**config.mk**
```make
export PLATFORM = sky130hd
export DESIGN_NAME = fetch_unit_flat
export DESIGN_NICKNAME = d
export VERILOG_FILES = /design/src/rtl/fetch_unit_if.sv /design/src/rtl/fetch_unit.sv /design/src/flat_wrapper.sv
export SDC_FILE = /design/constraint.sdc
export NUM_CORES = 1
export LEC_CHECK = 0
export ABC_CLOCK_PERIOD_IN_PS = 2000
export BUFFER_PORTS_ARGS = -buffer_cell sky130_fd_sc_hd__buf_2
export CORE_MARGIN = 5
export CORE_UTILIZATION = 50
export DETAILED_ROUTE_END_ITERATION = 6
export PLACE_DENSITY = 0.81
export SLEW_MARGIN = 40
export SYNTH_ARGS = -nofsm -noshare
export SYNTH_HDL_FRONTEND = slang
export SYNTH_SLANG_ARGS = --single-unit
```
**constraint.sdc**
```tcl
create_clock -name clk -period 2 [get_ports clk]
set_input_delay 0.1 -clock clk [delete_from_list [all_inputs] [get_ports clk]]
set_output_delay 0.1 -clock clk [all_outputs]
set_load 0.05 [all_outputs]
```
**src/rtl/fetch_unit_if.sv**
```systemverilog
// ---------------------------------------------------------------------------
// fetch_unit_if
// Instruction-memory request/acknowledge bus between the fetch stage and
// instruction memory.
//
//   req    master -> slave  fetch request, held until the ack cycle
//   addr   master -> slave  fetch address, stable while req is high
//   ack    slave  -> master response valid; rdata is valid in the same cycle
//   rdata  slave  -> master fetched instruction word
// ---------------------------------------------------------------------------
interface fetch_unit_if #(
  parameter int ADDR_WIDTH = 16
) ();
  logic                  req;
  logic [ADDR_WIDTH-1:0] addr;
  logic                  ack;
  logic [ADDR_WIDTH-1:0] rdata;

  modport master (output req, addr, input ack, rdata);
  modport slave  (input req, addr, output ack, rdata);
endinterface

```
**src/rtl/fetch_unit.sv**
```systemverilog
// ---------------------------------------------------------------------------
// fetch_unit
// Program counter and instruction-fetch stage. Holds the architectural PC,
// fetches from instruction memory over a req/ack bus, delivers each fetched
// instruction downstream under a valid/stall handshake, and redirects to the
// branch adder's target on a taken branch, discarding wrong-path data.
//
// Ports:
//   clk           clock, all state changes on the rising edge
//   rst           synchronous active-low reset
//   stall         downstream not ready; delivered instruction is held
//   branch_taken  single-cycle redirect pulse
//   branch_addr   redirect target
//   imem          fetch_unit_if.master (req/addr out, ack/rdata in)
//   pc            address being fetched or held
//   inst          delivered instruction
//   inst_valid    inst holds a valid instruction
//   misalign      (FETCH_ALIGN_CHECK_EN only) one-cycle pulse after an odd
//                 branch target was loaded with bit0 cleared
//
// Build option: define FETCH_ALIGN_CHECK_EN to force branch targets even and
// add the misalign output.
// ---------------------------------------------------------------------------
module fetch_unit #(
  parameter int unsigned                 INST_ADDR_WIDTH   = 16,
  parameter int unsigned                 NUM_BYTES_IN_INST = 2,
  parameter logic [INST_ADDR_WIDTH-1:0]  RESET_ADDR        = '0
) (
  input  logic                       clk,
  input  logic                       rst,
  input  logic                       stall,
  input  logic                       branch_taken,
  input  logic [INST_ADDR_WIDTH-1:0] branch_addr,
  fetch_unit_if.master               imem,
  output logic [INST_ADDR_WIDTH-1:0] pc,
  output logic [INST_ADDR_WIDTH-1:0] inst,
`ifdef FETCH_ALIGN_CHECK_EN
  output logic                       misalign,
`endif
  output logic                       inst_valid
);

  localparam logic [1:0] S_FETCH = 2'd0;  // request outstanding, data wanted
  localparam logic [1:0] S_HOLD  = 2'd1;  // instruction waiting downstream
  localparam logic [1:0] S_FLUSH = 2'd2;  // finishing a wrong-path request

  localparam logic [INST_ADDR_WIDTH-1:0] PC_INC = INST_ADDR_WIDTH'(NUM_BYTES_IN_INST);

  logic [1:0]                 state_reg, state_next;
  logic [INST_ADDR_WIDTH-1:0] pc_reg;
  logic [INST_ADDR_WIDTH-1:0] inst_reg;
  logic [INST_ADDR_WIDTH-1:0] redirect_reg;
  logic                       inst_valid_reg, inst_valid_next;
  logic [INST_ADDR_WIDTH-1:0] branch_tgt;

  // Decisions taken this cycle; the register block applies them.
  logic load_branch;       // pc <= branch target
  logic load_redirect;     // pc <= saved redirect target
  logic load_inc;          // pc <= pc + increment
  logic capture_redirect;  // save branch target for the end of a flush
  logic capture_inst;      // latch imem rdata into inst

`ifdef FETCH_ALIGN_CHECK_EN
  assign branch_tgt = {branch_addr[INST_ADDR_WIDTH-1:1], 1'b0};
`else
  assign branch_tgt = branch_addr;
`endif

  // The request must not glitch on while reset is held, so rst gates it
  // combinationally rather than waiting for the next edge.
  assign imem.req   = rst && (state_reg != S_HOLD);
  assign imem.addr  = pc_reg;
  assign pc         = pc_reg;
  assign inst       = inst_reg;
  assign inst_valid = inst_valid_reg;

  always_comb begin
    state_next       = state_reg;
    inst_valid_next  = inst_valid_reg;
    load_branch      = 1'b0;
    load_redirect    = 1'b0;
    load_inc         = 1'b0;
    capture_redirect = 1'b0;
    capture_inst     = 1'b0;
    case (state_reg)
      S_FETCH: begin
        if (imem.ack) begin
          if (branch_taken) begin
            // Response belongs to the wrong path; refetch at the target.
            load_branch = 1'b1;
          end else begin
            capture_inst    = 1'b1;
            inst_valid_next = 1'b1;
            load_inc        = 1'b1;
            state_next      = S_HOLD;
          end
        end else if (branch_taken) begin
          // The request must stay stable until acked, so park the target.
          capture_redirect = 1'b1;
          state_next       = S_FLUSH;
        end
      end
      S_FLUSH: begin
        if (imem.ack) begin
          // A branch in the ack cycle is newer than the saved redirect.
          if (branch_taken) load_branch = 1'b1;
          else              load_redirect = 1'b1;
          state_next = S_FETCH;
        end else if (branch_taken) begin
          capture_redirect = 1'b1;
        end
      end
      S_HOLD: begin
        if (branch_taken) begin
          inst_valid_next = 1'b0;
          load_branch     = 1'b1;
          state_next      = S_FETCH;
        end else if (!stall) begin
          inst_valid_next = 1'b0;
          state_next      = S_FETCH;
        end
      end
      default: state_next = S_FETCH;
    endcase
  end

  always_ff @(posedge clk) begin
    if (!rst) begin
      state_reg      <= S_FETCH;
      pc_reg         <= RESET_ADDR;
      inst_reg       <= '0;
      inst_valid_reg <= 1'b0;
      redirect_reg   <= '0;
    end else begin
      state_reg      <= state_next;
      inst_valid_reg <= inst_valid_next;
      if (capture_redirect) redirect_reg <= branch_tgt;
      if (capture_inst)     inst_reg     <= imem.rdata;
      if (load_branch)        pc_reg <= branch_tgt;
      else if (load_redirect) pc_reg <= redirect_reg;
      else if (load_inc)      pc_reg <= pc_reg + PC_INC;  // wraps modulo 2^W
    end
  end

`ifdef FETCH_ALIGN_CHECK_EN
  // Remember whether the parked redirect target was odd so the pulse can be
  // raised when it is finally loaded, not when it was captured.
  logic redirect_odd_reg;
  logic misalign_reg;

  always_ff @(posedge clk) begin
    if (!rst) begin
      redirect_odd_reg <= 1'b0;
      misalign_reg     <= 1'b0;
    end else begin
      if (capture_redirect) redirect_odd_reg <= branch_addr[0];
      misalign_reg <= (load_branch && branch_addr[0]) ||
                      (load_redirect && redirect_odd_reg);
    end
  end

  assign misalign = misalign_reg;
`endif

endmodule

```
**src/flat_wrapper.sv**
```systemverilog
// flat-port wrapper written by rule: the top's interface ports become plain ports
module fetch_unit_flat 
#(
  parameter int unsigned                 INST_ADDR_WIDTH   = 16,
  parameter int unsigned                 NUM_BYTES_IN_INST = 2,
  parameter logic [INST_ADDR_WIDTH-1:0]  RESET_ADDR        = '0
)
  (clk, rst, stall, branch_taken, branch_addr, pc, inst, inst_valid, imem_req, imem_addr, imem_ack, imem_rdata);
  fetch_unit_if #(.ADDR_WIDTH(16)) imem_i ();
  input  logic clk;
  input  logic rst;
  input  logic stall;
  input  logic branch_taken;
  input  logic [INST_ADDR_WIDTH-1:0] branch_addr;
  output logic [INST_ADDR_WIDTH-1:0] pc;
  output logic [INST_ADDR_WIDTH-1:0] inst;
  output logic inst_valid;
  output wire logic [$bits(imem_i.req)-1:0] imem_req;
  output wire logic [$bits(imem_i.addr)-1:0] imem_addr;
  input wire logic [$bits(imem_i.ack)-1:0] imem_ack;
  input wire logic [$bits(imem_i.rdata)-1:0] imem_rdata;
  assign imem_req = imem_i.req;
  assign imem_addr = imem_i.addr;
  assign imem_i.ack = imem_ack;
  assign imem_i.rdata = imem_rdata;
  fetch_unit #(.INST_ADDR_WIDTH(INST_ADDR_WIDTH), .NUM_BYTES_IN_INST(NUM_BYTES_IN_INST), .RESET_ADDR(RESET_ADDR)) u_core (.clk(clk), .rst(rst), .stall(stall), .branch_taken(branch_taken), .branch_addr(branch_addr), .imem(imem_i), .pc(pc), .inst(inst), .inst_valid(inst_valid));
endmodule
```
==> summary.md <==
| Metric | Value |
|---|---|
| Global Route met3 Usage | 0.04230 |
| Vias per cell | 5.473 |
| Synth top area share | 0.3904 |
| Reg2Reg Depth | 4 |
| Pre-CTS setup slack | 280.3 ps |
| Maxcap violations | 0 |
| Final nets | 438 |
| Final hold viol count | 0 |
| Maximum vdd drop | 0.4155 mV |
| CTS buffer count | 5 |
| Max Freq | 573.4 MHz |
| Maximum fanout along the worst path | 14 |
| Clock transition at path regs | 90 ps |
| Synthesized flop and latch total | 51 |
| GRT overflow | 0 |
| WHS Endpoint | u_core.inst[1] |
| Die height | 82.32 µm |
| Vias | 2578 |
| WL final | 6677 µm |
| PnR worst setup slack | 255.9 ps |
| Total GRT Usage | 0.1982 |
| Setup TNS | 0 ps |
| Die area | 6777 µm² |
| Crit Path Category | reg2reg |
| Reg2reg end | u_core.imem.addr[1] |
| Tcrit/Tclk final | 0.8721 |
| Largest net degree at the start of global routing | 24 |
| Hold WC Path Type | in2reg |
| Worst Setup End Kind | flip-flop |
| Pleak | 1.321 nW |
| DR pass1 iterations | 5 |
| Die Wd | 82.32 µm |
| Worst skew pair latency | 300 ps |
| Synth-to-Final Area Change | 17.32% |
| Min Clock Period, post-route | 1744 ps |
| Top Usage Layer GRT | met2 |
| First-pass GRT wire length | 10490 µm |
| Min-delay src | imem_rdata[1] |
| Syn Nets | 372 |
| Slew Viols, Final | 0 |
| # hold bufs at CTS | 0 |
| Starting Density | 0.5120 |
| # clock sinks | 51 |
| Post-CTS setup repair buffer count | 0 |
| WP data required | 2230 ps |
| Reg2Reg Launch Point | u_core.state_reg[0] |
| Top post-synthesis cells by area | dfxtp_1, nand2_1, a21oi_1 |
| Worst hold margin | 22.23 ps |
| Yosys warnings | 0 |
| Outcome | finished, final reports clean |
| Fillers | 480 |
| Most frequent cell after synthesis | nand2_1 |
| Clock Skews | 3.458 ps |
| CTS HTree Levels | 2 |
| Mapped Cells | 334 |
| Layout cells sized above 1 | 0.2818 |
| Global Route met1 Usage | 0.2697 |
| Wire per inst | 14.18 µm |
| Post-synthesis sequential area ratio | 0.3904 |
| Final setup fails | 0 |
| WHS Path Cells | 3 |
| # IOs | 87 |
| Core Area | 5107 µm² |
| CTS tree | yes |
| Ant diodes | 0 |
| Vias in the first global route | 2229 |
| Row cnt | 26 |
| Met2 Track Usage GR | 0.3165 |
| Synthesized area per cell | 7.829 µm² |
| Relative slew slack | 0.6616 |
| Synth Flop Type | dfxtp_1 |
| Port bufs | 86 |
| Fin util | 0.6007 |
| DR iter-0 viols | 220 |
| Crit path launch type | flip-flop |
| CTS Buffer Depth | 2 |
| Worst Max-Slew Pin Slew | 507.6 ps |
| Unrepaired setup endpoints after global routing | false |
| Pwr dens | 763.9 nW/µm² |
| Placer Congestion | 0.9041 |
| DRT antenna net count | 0 |
| Netlist cell types | 52 |
| Async SR Flop Fraction | 0 |
| DP HPWL | 4935 µm |
| Post-CTS sizing | 0 |
| WP data arrival | 1970 ps |
| Netlist area before placement | 2615 µm² |
| Register-to-register setup slack | 260 ps |
| Commonest cells post-synth | nand2_1, dfxtp_1, a21oi_1 |
| Area leader, netlist | dfxtp_1 |
| Root Buffer | clkbuf_8 |
| DRC Markers | 0 |
| EDFF count, synth | 0 |
| Initial antenna violation count | 0 |
per-stage QoR:
step           area (µm²)  power, mW  std cells
4_1_cts              3068      2.361        471
2_1_floorplan        2615      1.654        334
6_report             3068      2.344        471
5_1_grt              3068      2.457        471
3_5_place_dp         2984      1.791        463
3_3_place_gp         2984      1.781        463
power by group:
group	switching [mW]	internal, mW
registers	0.0697	1.07
logic	0.438	0.183
clock network	0.337	0.240
total	0.845	1.50
critical path, stage by stage (launching register included):
cell and delay, ps:
dfxtp_1 610, or2_1 210, and3_1 490, a21oi_1 130, a211oi_1 230
area by class of cell:
cell class	count	area, µm²	area share
timing repair buffer	100	535.5	0.1746
tap	70	87.58	0.02855
inverter	5	18.77	0.006117
multi-input combinational	237	1321	0.4307
sequential	51	1021	0.3328
clock inverter	3	15.01	0.004894
clock buffer	5	68.82	0.02243
placed cells by master, fill, tap and decap left out, drive strengths merged, types with 2 or more instances in the layout:
| master | netlist | routed |
|---|---|---|
| clkinv | 0 | 3 |
| nor2b | 5 | 5 |
| nor4 | 5 | 5 |
| xnor2 | 2 | 2 |
| nand2 | 75 | 75 |
| and3 | 2 | 2 |
| nand2b | 2 | 2 |
| o21ai | 10 | 10 |
| inv | 5 | 5 |
| a21oi | 45 | 45 |
| a311oi | 2 | 2 |
| o22ai | 3 | 3 |
| mux2i | 2 | 2 |
| nand3 | 7 | 7 |
| a31oi | 4 | 4 |
| nor3 | 7 | 7 |
| nor3b | 2 | 2 |
| and2 | 2 | 2 |
| o211ai | 4 | 4 |
| o221ai | 2 | 2 |
| a22oi | 6 | 6 |
| dfxtp | 51 | 51 |
| o32ai | 4 | 4 |
| a211oi | 5 | 5 |
| and4 | 4 | 4 |
| or2 | 2 | 2 |
| o21a | 2 | 2 |
| clkbuf | 8 | 5 |
| nor2 | 15 | 15 |
| nand4 | 3 | 3 |
| buf | 33 | 100 |
cells by family after synthesis:
family,synth area share
muxes,0.01196
buffers and inverters,0.1043
xor gates and xnor gates,0.01005
and+or+nand+nor,0.2526
DFF,0.3904
adders and majority gates,0.004784
AOI/OAI and AO/OA,0.2258
per-layer routing:
layer,vias to the layer above,share of wire
li1,1292,-
met1,1144,0.43
met2,129,0.46
met3,13,0.099
met4,0,0.015
met5,-,0
worst max path at each step:
stage	end	depth (start not counted)	start
after floorplan	u_core.imem.addr[5]	5	u_core.imem.addr[1]
after global placement	u_core.imem.addr[1]	4	u_core.state_reg[0]
after detailed placement	u_core.imem.addr[1]	4	u_core.state_reg[0]
after CTS	u_core.imem.addr[1]	4	u_core.state_reg[0]
after global routing	u_core.imem.addr[3]	4	u_core.state_reg[0]
final	u_core.imem.addr[1]	4	u_core.state_reg[0]
(Power assumes the default switching activity.)
